--- src/rtl/vga_scan_gen_if.sv ---
// Raster bundle from the scan generator to the square-hit stage:
// pixel coordinates, syncs, pixel strobe and per-frame animate pulse.
interface vga_scan_gen_if;
  logic [9:0] x;
  logic [8:0] y;
  logic       active;
  logic       hsync;
  logic       vsync;
  logic       pix_en;
  logic       animate;
  logic [7:0] frame_cnt;

  modport master (
    output x, y, active, hsync, vsync, pix_en, animate, frame_cnt
  );

  modport slave (
    input x, y, active, hsync, vsync, pix_en, animate, frame_cnt
  );
endinterface

--- src/rtl/vga_scan_gen.sv ---
// 640x480 raster timing generator: clock divider, h/v counters and a fully
// registered decode of sync, coordinates, pixel strobe and frame pulse.
module vga_scan_gen #(
  parameter int CLK_DIV  = 2,
  parameter int H_ACTIVE = 640,
  parameter int H_FP     = 16,
  parameter int H_SYNC   = 96,
  parameter int H_BP     = 48,
  parameter int V_ACTIVE = 480,
  parameter int V_FP     = 10,
  parameter int V_SYNC   = 2,
  parameter int V_BP     = 33
) (
  input  logic           clk,
  input  logic           res,
  vga_scan_gen_if.master scan
);

  localparam int H_TOT = H_ACTIVE + H_FP + H_SYNC + H_BP;
  localparam int V_TOT = V_ACTIVE + V_FP + V_SYNC + V_BP;
  localparam int DW    = (CLK_DIV > 1) ? $clog2(CLK_DIV) : 1;

  localparam logic [DW-1:0] DIV_LAST = DW'(CLK_DIV - 1);
  localparam logic [9:0] H_LAST   = 10'(H_TOT - 1);
  localparam logic [9:0] V_LAST   = 10'(V_TOT - 1);
  localparam logic [9:0] H_VIS    = 10'(H_ACTIVE);
  localparam logic [9:0] V_VIS    = 10'(V_ACTIVE);
  localparam logic [9:0] HS_FIRST = 10'(H_ACTIVE + H_FP);
  localparam logic [9:0] HS_LAST  = 10'(H_ACTIVE + H_FP + H_SYNC - 1);
  localparam logic [9:0] VS_FIRST = 10'(V_ACTIVE + V_FP);
  localparam logic [9:0] VS_LAST  = 10'(V_ACTIVE + V_FP + V_SYNC - 1);

  logic [DW-1:0] div_q, div_d;
  logic [9:0]    h_q, h_d;
  logic [9:0]    v_q, v_d;
  logic          pe_s;
  logic          act_s;

  logic [9:0] x_q, x_d;
  logic [8:0] y_q, y_d;
  logic       active_q, active_d;
  logic       hsync_q, hsync_d;
  logic       vsync_q, vsync_d;
  logic       pix_en_q, pix_en_d;
  logic       animate_q, animate_d;
  logic [7:0] frame_cnt_q, frame_cnt_d;

  always_comb begin
    pe_s  = (div_q == DIV_LAST);
    div_d = pe_s ? {DW{1'b0}} : div_q + DW'(1);
    h_d   = h_q;
    v_d   = v_q;
    if (pe_s) begin
      if (h_q == H_LAST) begin
        h_d = 10'd0;
        v_d = (v_q == V_LAST) ? 10'd0 : v_q + 10'd1;
      end else begin
        h_d = h_q + 10'd1;
      end
    end else begin
      h_d = h_q;
    end
  end

  // Outputs decode the counter state seen this clk, so they lag it by one.
  always_comb begin
    act_s     = (h_q < H_VIS) && (v_q < V_VIS);
    x_d       = act_s ? h_q : 10'd0;
    y_d       = act_s ? v_q[8:0] : 9'd0;
    active_d  = act_s;
    hsync_d   = !((h_q >= HS_FIRST) && (h_q <= HS_LAST));
    vsync_d   = !((v_q >= VS_FIRST) && (v_q <= VS_LAST));
    pix_en_d  = pe_s;
    // Only the first clk of pixel (0, V_ACTIVE) fires the frame pulse.
    animate_d = (div_q == {DW{1'b0}}) && (h_q == 10'd0) && (v_q == V_VIS);
    frame_cnt_d = animate_d ? frame_cnt_q + 8'd1 : frame_cnt_q;
  end

  always_ff @(posedge clk or posedge res) begin
    if (res) begin
      div_q       <= {DW{1'b0}};
      h_q         <= 10'd0;
      v_q         <= 10'd0;
      x_q         <= 10'd0;
      y_q         <= 9'd0;
      active_q    <= 1'b0;
      hsync_q     <= 1'b1;
      vsync_q     <= 1'b1;
      pix_en_q    <= 1'b0;
      animate_q   <= 1'b0;
      frame_cnt_q <= 8'd0;
    end else begin
      div_q       <= div_d;
      h_q         <= h_d;
      v_q         <= v_d;
      x_q         <= x_d;
      y_q         <= y_d;
      active_q    <= active_d;
      hsync_q     <= hsync_d;
      vsync_q     <= vsync_d;
      pix_en_q    <= pix_en_d;
      animate_q   <= animate_d;
      frame_cnt_q <= frame_cnt_d;
    end
  end

  assign scan.x         = x_q;
  assign scan.y         = y_q;
  assign scan.active    = active_q;
  assign scan.hsync     = hsync_q;
  assign scan.vsync     = vsync_q;
  assign scan.pix_en    = pix_en_q;
  assign scan.animate   = animate_q;
  assign scan.frame_cnt = frame_cnt_q;

endmodule
--- src/flat_wrapper.sv ---
// flat-port wrapper written by rule: the top's interface ports become plain ports
module vga_scan_gen_flat 
#(
  parameter int CLK_DIV  = 2,
  parameter int H_ACTIVE = 640,
  parameter int H_FP     = 16,
  parameter int H_SYNC   = 96,
  parameter int H_BP     = 48,
  parameter int V_ACTIVE = 480,
  parameter int V_FP     = 10,
  parameter int V_SYNC   = 2,
  parameter int V_BP     = 33
)
  (clk, res, scan_x, scan_y, scan_active, scan_hsync, scan_vsync, scan_pix_en, scan_animate, scan_frame_cnt);
  vga_scan_gen_if scan_i ();
  input  logic clk;
  input  logic res;
  output wire logic [$bits(scan_i.x)-1:0] scan_x;
  output wire logic [$bits(scan_i.y)-1:0] scan_y;
  output wire logic [$bits(scan_i.active)-1:0] scan_active;
  output wire logic [$bits(scan_i.hsync)-1:0] scan_hsync;
  output wire logic [$bits(scan_i.vsync)-1:0] scan_vsync;
  output wire logic [$bits(scan_i.pix_en)-1:0] scan_pix_en;
  output wire logic [$bits(scan_i.animate)-1:0] scan_animate;
  output wire logic [$bits(scan_i.frame_cnt)-1:0] scan_frame_cnt;
  assign scan_x = scan_i.x;
  assign scan_y = scan_i.y;
  assign scan_active = scan_i.active;
  assign scan_hsync = scan_i.hsync;
  assign scan_vsync = scan_i.vsync;
  assign scan_pix_en = scan_i.pix_en;
  assign scan_animate = scan_i.animate;
  assign scan_frame_cnt = scan_i.frame_cnt;
  vga_scan_gen #(.CLK_DIV(CLK_DIV), .H_ACTIVE(H_ACTIVE), .H_FP(H_FP), .H_SYNC(H_SYNC), .H_BP(H_BP), .V_ACTIVE(V_ACTIVE), .V_FP(V_FP), .V_SYNC(V_SYNC), .V_BP(V_BP)) u_core (.clk(clk), .res(res), .scan(scan_i));
endmodule
--- config.mk ---
export PLATFORM = sky130hd
export DESIGN_NAME = vga_scan_gen_flat
export DESIGN_NICKNAME = d
export VERILOG_FILES = /design/src/rtl/vga_scan_gen_if.sv /design/src/rtl/vga_scan_gen.sv /design/src/flat_wrapper.sv
export SDC_FILE = /design/constraint.sdc
export NUM_CORES = 1
export LEC_CHECK = 0
export CORE_ASPECT_RATIO = 2
export CORE_MARGIN = 3
export CORE_UTILIZATION = 54
export DETAILED_ROUTE_END_ITERATION = 16
export GPL_ROUTABILITY_DRIVEN = 0
export PLACE_DENSITY = 0.88
export SYNTH_ARGS = -nofsm -noshare
export SYNTH_HDL_FRONTEND = slang
export SYNTH_SLANG_ARGS = --single-unit
--- constraint.sdc ---
create_clock -name clk -period 2.4 [get_ports clk]
set_input_delay 0.24 -clock clk [delete_from_list [all_inputs] [get_ports clk]]
set_output_delay 0.24 -clock clk [all_outputs]
set_load 0.02 [all_outputs]
# Yosys cells after proc, flatten, opt, wreduce, memory -nomap -nowiden
# Index checks and enable logic that the tools add are counted.
[totals]
regBits = 53
inputBits = 2
[op_classes]
addsub = 4
magnitude_cmp = 6
n_eq_ne = 3
bitwise = 1
n_mux = 5
reduce_logical = 9
[ops]
columns = ["operator", "count"]
rows = [
  ["2-to-1 mux 10 bit", 3],
  ["adder 10 x 1 -> 10 bit, second input constant", 2],
  ["== test 10 bit, second input constant", 2],
  ["== test 10 x 9 -> 1 bit, second input constant", 1],
  ["greater-or-equal comparator 10 bit, second input constant", 1],
  ["greater-or-equal comparator 10 x 9 -> 1 bit, second input constant", 1],
  ["<= comparator 10 bit, second input constant", 1],
  ["<= comparator 10 x 9 -> 1 bit, second input constant", 1],
  ["logical NOT 10 bit", 1],
  ["less-than comparator 10 bit, second input constant", 1],
  ["less-than comparator 10 x 9 -> 1 bit, second input constant", 1],
  ["2-to-1 mux 9 bit", 1],
  ["adder 8 x 1 -> 8 bit, second input constant", 1],
  ["logical AND 1 bit", 5],
  ["logical NOT 1 bit", 2],
  ["AND reduction 2 bit", 1],
  ["adder 1 bit, second input constant", 1],
  ["2-to-1 mux 1 bit", 1],
  ["inverter 1 bit", 1],
]

# Logic depth before layout (Yosys ltp)
[logic_depth]
word_depth = 3
mapped_depth = 6
mapped_depth_nobuf = 6

# Worst setup path after synthesis
# OpenSTA, ideal clock, no wires.
[synth_path]
path_kind = "reg-to-reg"
from = "register u_core.h_q[0]"
to = "register u_core.frame_cnt_q[1], in the netlist u_core.scan.frame_cnt[1]"
required_time_ns = 2.275
period_less_slack_ns = 1.656
arrival_time_ns = 1.531
setup_ns = 0.125
path_stages_with_launch = 7
n_path_buf = 0
slack_ns = 0.744
path_cell_list = "dfrtp_1 -> inv_1 -> ha_1 -> nor4b_4 -> nand4_4 -> nor2_1 -> mux2_2"
[synth_via]
elab_chain_cells = 3
[synth_lines]
columns = ["element", "line", "source"]
rows = [
  ["start, declared", "vga_scan_gen.sv:34", "logic [9:0] h_q, h_d;"],
  ["start signal, assigned", "vga_scan_gen.sv:82", "h_q <= 10'd0;"],
  ["start signal, assigned", "vga_scan_gen.sv:94", "h_q <= h_d;"],
  ["logical NOT 10 bit", "vga_scan_gen.sv:75", "animate_d = (div_q == {DW{1'b0}}) && (h_q == 10'd0) && (v_q == V_VIS);"],
  ["logical AND 1 bit (2 in series)", "vga_scan_gen.sv:75", ""],
  ["end signal, assigned", "vga_scan_gen.sv:103", "frame_cnt_q <= frame_cnt_d;"],
  ["end, declared", "vga_scan_gen.sv:46", "logic [7:0] frame_cnt_q, frame_cnt_d;"],
]
# Every way passes these cells.
# A chain may end at the register's enable or synchronous reset.

# Worst setup path in the final report
[layout_path]
from = "register u_core.h_q[1]"
to = "register u_core.frame_cnt_q[1], in the netlist u_core.scan.frame_cnt[1]"
# Same word-level chain as after synthesis.

==> results.yml <==
floorplanning:
  ioPinCount: 34
  fp.dieW_um: 53.2
  design.core.area_um2: 4210
  dieArea_um2: 5340
  die_y_um: 100
  start_util_pct: 57.2
  row_count: 33
power:
  net-switching-power_mw: 0.296
  p_int_mw: 1.23
  ir_drop_uv: 369
  p_seq_share_pct: 58.3
  clockPowerShare_pct: 40.4
  combPwrFrac_pct: 1.3
  p_leak_nw: 1.34
  switching_share_pct: 19.3
  power_density_nw_per_um2: 528
yosys:
  ys.warnings.count: 0
  postSynthAreaPerCell_um2: 11.6
  yosysSeqAreaShare_pct: 55.2
  synthArstFlopShare_pct: 100
  synth_cell_types: 44
  ys.flop_type: "dfrtp_1"
  ys_ff_latch: 53
  synthCells: 207
  synth_area_um2: 2410
  syn-num-nets: 215
  synth_edf_count: 0
timing:
  maxSlewHeadroom_pct: 57.1
  period_share_pct: 78.7
  max_freq_mhz: 529
  rsz0062_at_grt: "false"
  tightest_slew_ns: 0.643
  fin_skew_ns: 0.00241
  fin_hold_ws_ns: 0.419
  drv_slew: 0
  post-route-min-period_ns: 1.89
  fin_tns_setup_ns: 0
  hold_violations: 0
  setup-violations-final: 0
cts:
  clk_latency_ns: 0.30
  cts_resized: 0
  cts_max_level: 2
  cts_setup_buffers: 0
  clock_path_buffers: 2
  hold_buffers: 0
  cts_root_buffer: "clkbuf_8"
  numCtsBuffers: 5
  cts_tree: "built"
  cts_num_sinks: 53
  clkTransAtPathRegs_ns: 0.09
worst_setup_path:
  cp_max_fo: 7
  cp.arrival_ns: 2.09
  start_kind: "register"
  reg2reg_from: "u_core.h_q[1]"
  crit_required_ns: 2.60
  r2r_end: "u_core.scan.frame_cnt[1]"
  critPathCaptureType: "register"
  r2r_setup_slack_ns: 0.51
  cp-startpoint: "u_core.h_q[1]"
  endpoint: "u_core.scan.frame_cnt[1]"
  r2r_cells: 6
  critPathKind: "register to register"
cells_and_area:
  area_growth_pct: 20.3
  fillers: 320
  drive_gt1_share_pct: 11.5
  stdcell_count: 295
  finish.instance_area_um2: 2900
  fin_util_pct: 68.8
  n_antenna_cell: 0
  layout.nets: 250
global_routing:
  grt_pass1_vias: 1620
  grt_max_degree: 54
  grt_pass1_wl_um: 7870
  grt_usage_pct: 19.9
  grt-ovfl-total: 0
  grt_antenna_before_repair: 0
worst_hold_path:
  hold_class: "input port to asynchronous set/reset pin"
routing:
  drtAntennaViolNets: 0
  drc: 0
  via_per_inst: 5.65
  vias: 1668
  drtIter0Drc: 46
  wirelength_um: 4680
  wl_per_cell_um: 15.9
  drt_first_pass_iters: 4
placement:
  numPortBuffers: 33
  placed_area_um2: 2780
  dp_cells: 287
  hpwl_um: 3400
flow_run:
  cap_violations: 0
run_status:
  status: "complete, no violations"
[power by group through the flow]
stage               clock network (mW)  logic (mW)  registers, mW
CTS                              0.626      0.0204          0.892
floorplan                            0      0.0130          0.910
global placement                     0      0.0200          0.910
detailed placement                   0      0.0203          0.910
global route                     0.669      0.0229          0.893
finish                           0.618      0.0192          0.892
[per-stage QoR]
step,power (mW),setup WS (ns)
floorplan,0.923,0.744
global placement,0.930,0.658
detailed placement,0.930,0.542
CTS,1.54,0.533
global route,1.58,0.412
finish,1.53,0.510
[layout by cell type, fill, tap and decap left out, types with 3 or more instances in the layout]
cell,n
and2_1,15
buf_4,4
nand4_1,6
nor4_1,6
xnor2_1,5
nand2_1,14
and3_1,6
ha_1,6
nor4_2,3
nor2_1,10
nand3_1,13
inv_1,7
nor3_1,9
xor2_1,12
dfrtp_1,51
clkbuf_8,6
clkdlybuf4s50_1,33
o21ai_0,3
[synthesized netlist by cell type (all sizes together), types with 7 or more instances]
cell type	instances	share of area [%]
and2	15	3.9
buf	7	2.0
dfrtp	51	53
inv	8	1.2
nand2	15	2.7
nand3	13	2.7
nand4	8	3.3
nor2	10	1.6
nor3	10	2.3
nor4	10	4.0
xor2	12	4.4
[layer usage]
layer / part of all wire, % / track usage (%) / vias up
met2: 58 / 36.0 / 65
met5: 0 / 0 / -
met4: 2.1 / 7.28 / 0
met1: 36 / 22.6 / 808
li1: - / - / 788
met3: 3.9 / 2.67 / 7
[sequential cells by signal, indices dropped and copies added (netlist names)]
register,cells
u_core.div_q,1
u_core.v_q,10
u_core.scan.vsync,1
u_core.scan.pix_en,1
u_core.h_q,10
u_core.scan.active,1
u_core.scan.frame_cnt,8
u_core.scan.y,9
u_core.scan.animate,1
u_core.scan.hsync,1
u_core.scan.x,10
[how the worst min path moves through the flow]
| stage | slack (ns) | to |
|---|---|---|
| after floorplan | 0.37 | u_core.scan.pix_en |
| after global placement | 0.46 | u_core.scan.frame_cnt[7] |
| after detailed placement | 0.46 | u_core.scan.frame_cnt[7] |
| after CTS | 0.45 | u_core.scan.x[4] |
| after global routing | 0.50 | u_core.scan.x[4] |
| final | 0.42 | u_core.scan.x[2] |
[cells by family (layout without fill, tap and decap cells)]
group | Yosys count | count (layout) | share of synthesized area (%)
AO/OA/AOI/OAI | 10 | 10 | 2.55
XOR/XNOR | 17 | 17 | 6.18
adder cells (fa/ha/maj) | 6 | 6 | 3.12
buffers and inverters | 17 | 53 | 3.59
flip-flops | 53 | 53 | 55.2
multiplexers | 3 | 3 | 1.30
AND/OR/NAND/NOR | 101 | 101 | 28.1
[layout make-up]
cell class	count	area, um^2	share of cell area, %
Timing Repair Buffer	37	360	12.4
Tap cell	52	65.1	2.25
Clock buffer	6	82.6	2.85
Clock inverter	2	37.5	1.30
Inverter	8	30.0	1.04
Multi-Input combinational cell	137	992	34.3
Sequential cell	53	1330	45.9
[worst max-delay path: stages, from the launching register on]
cell and delay [ns]:
dfrtp_1 0.43, inv_1 0.12, ha_1 0.19, nor4b_4 0.26
nand4_4 0.22, nor2_1 0.22, mux2_2 0.36
(Power assumes the default switching activity.)
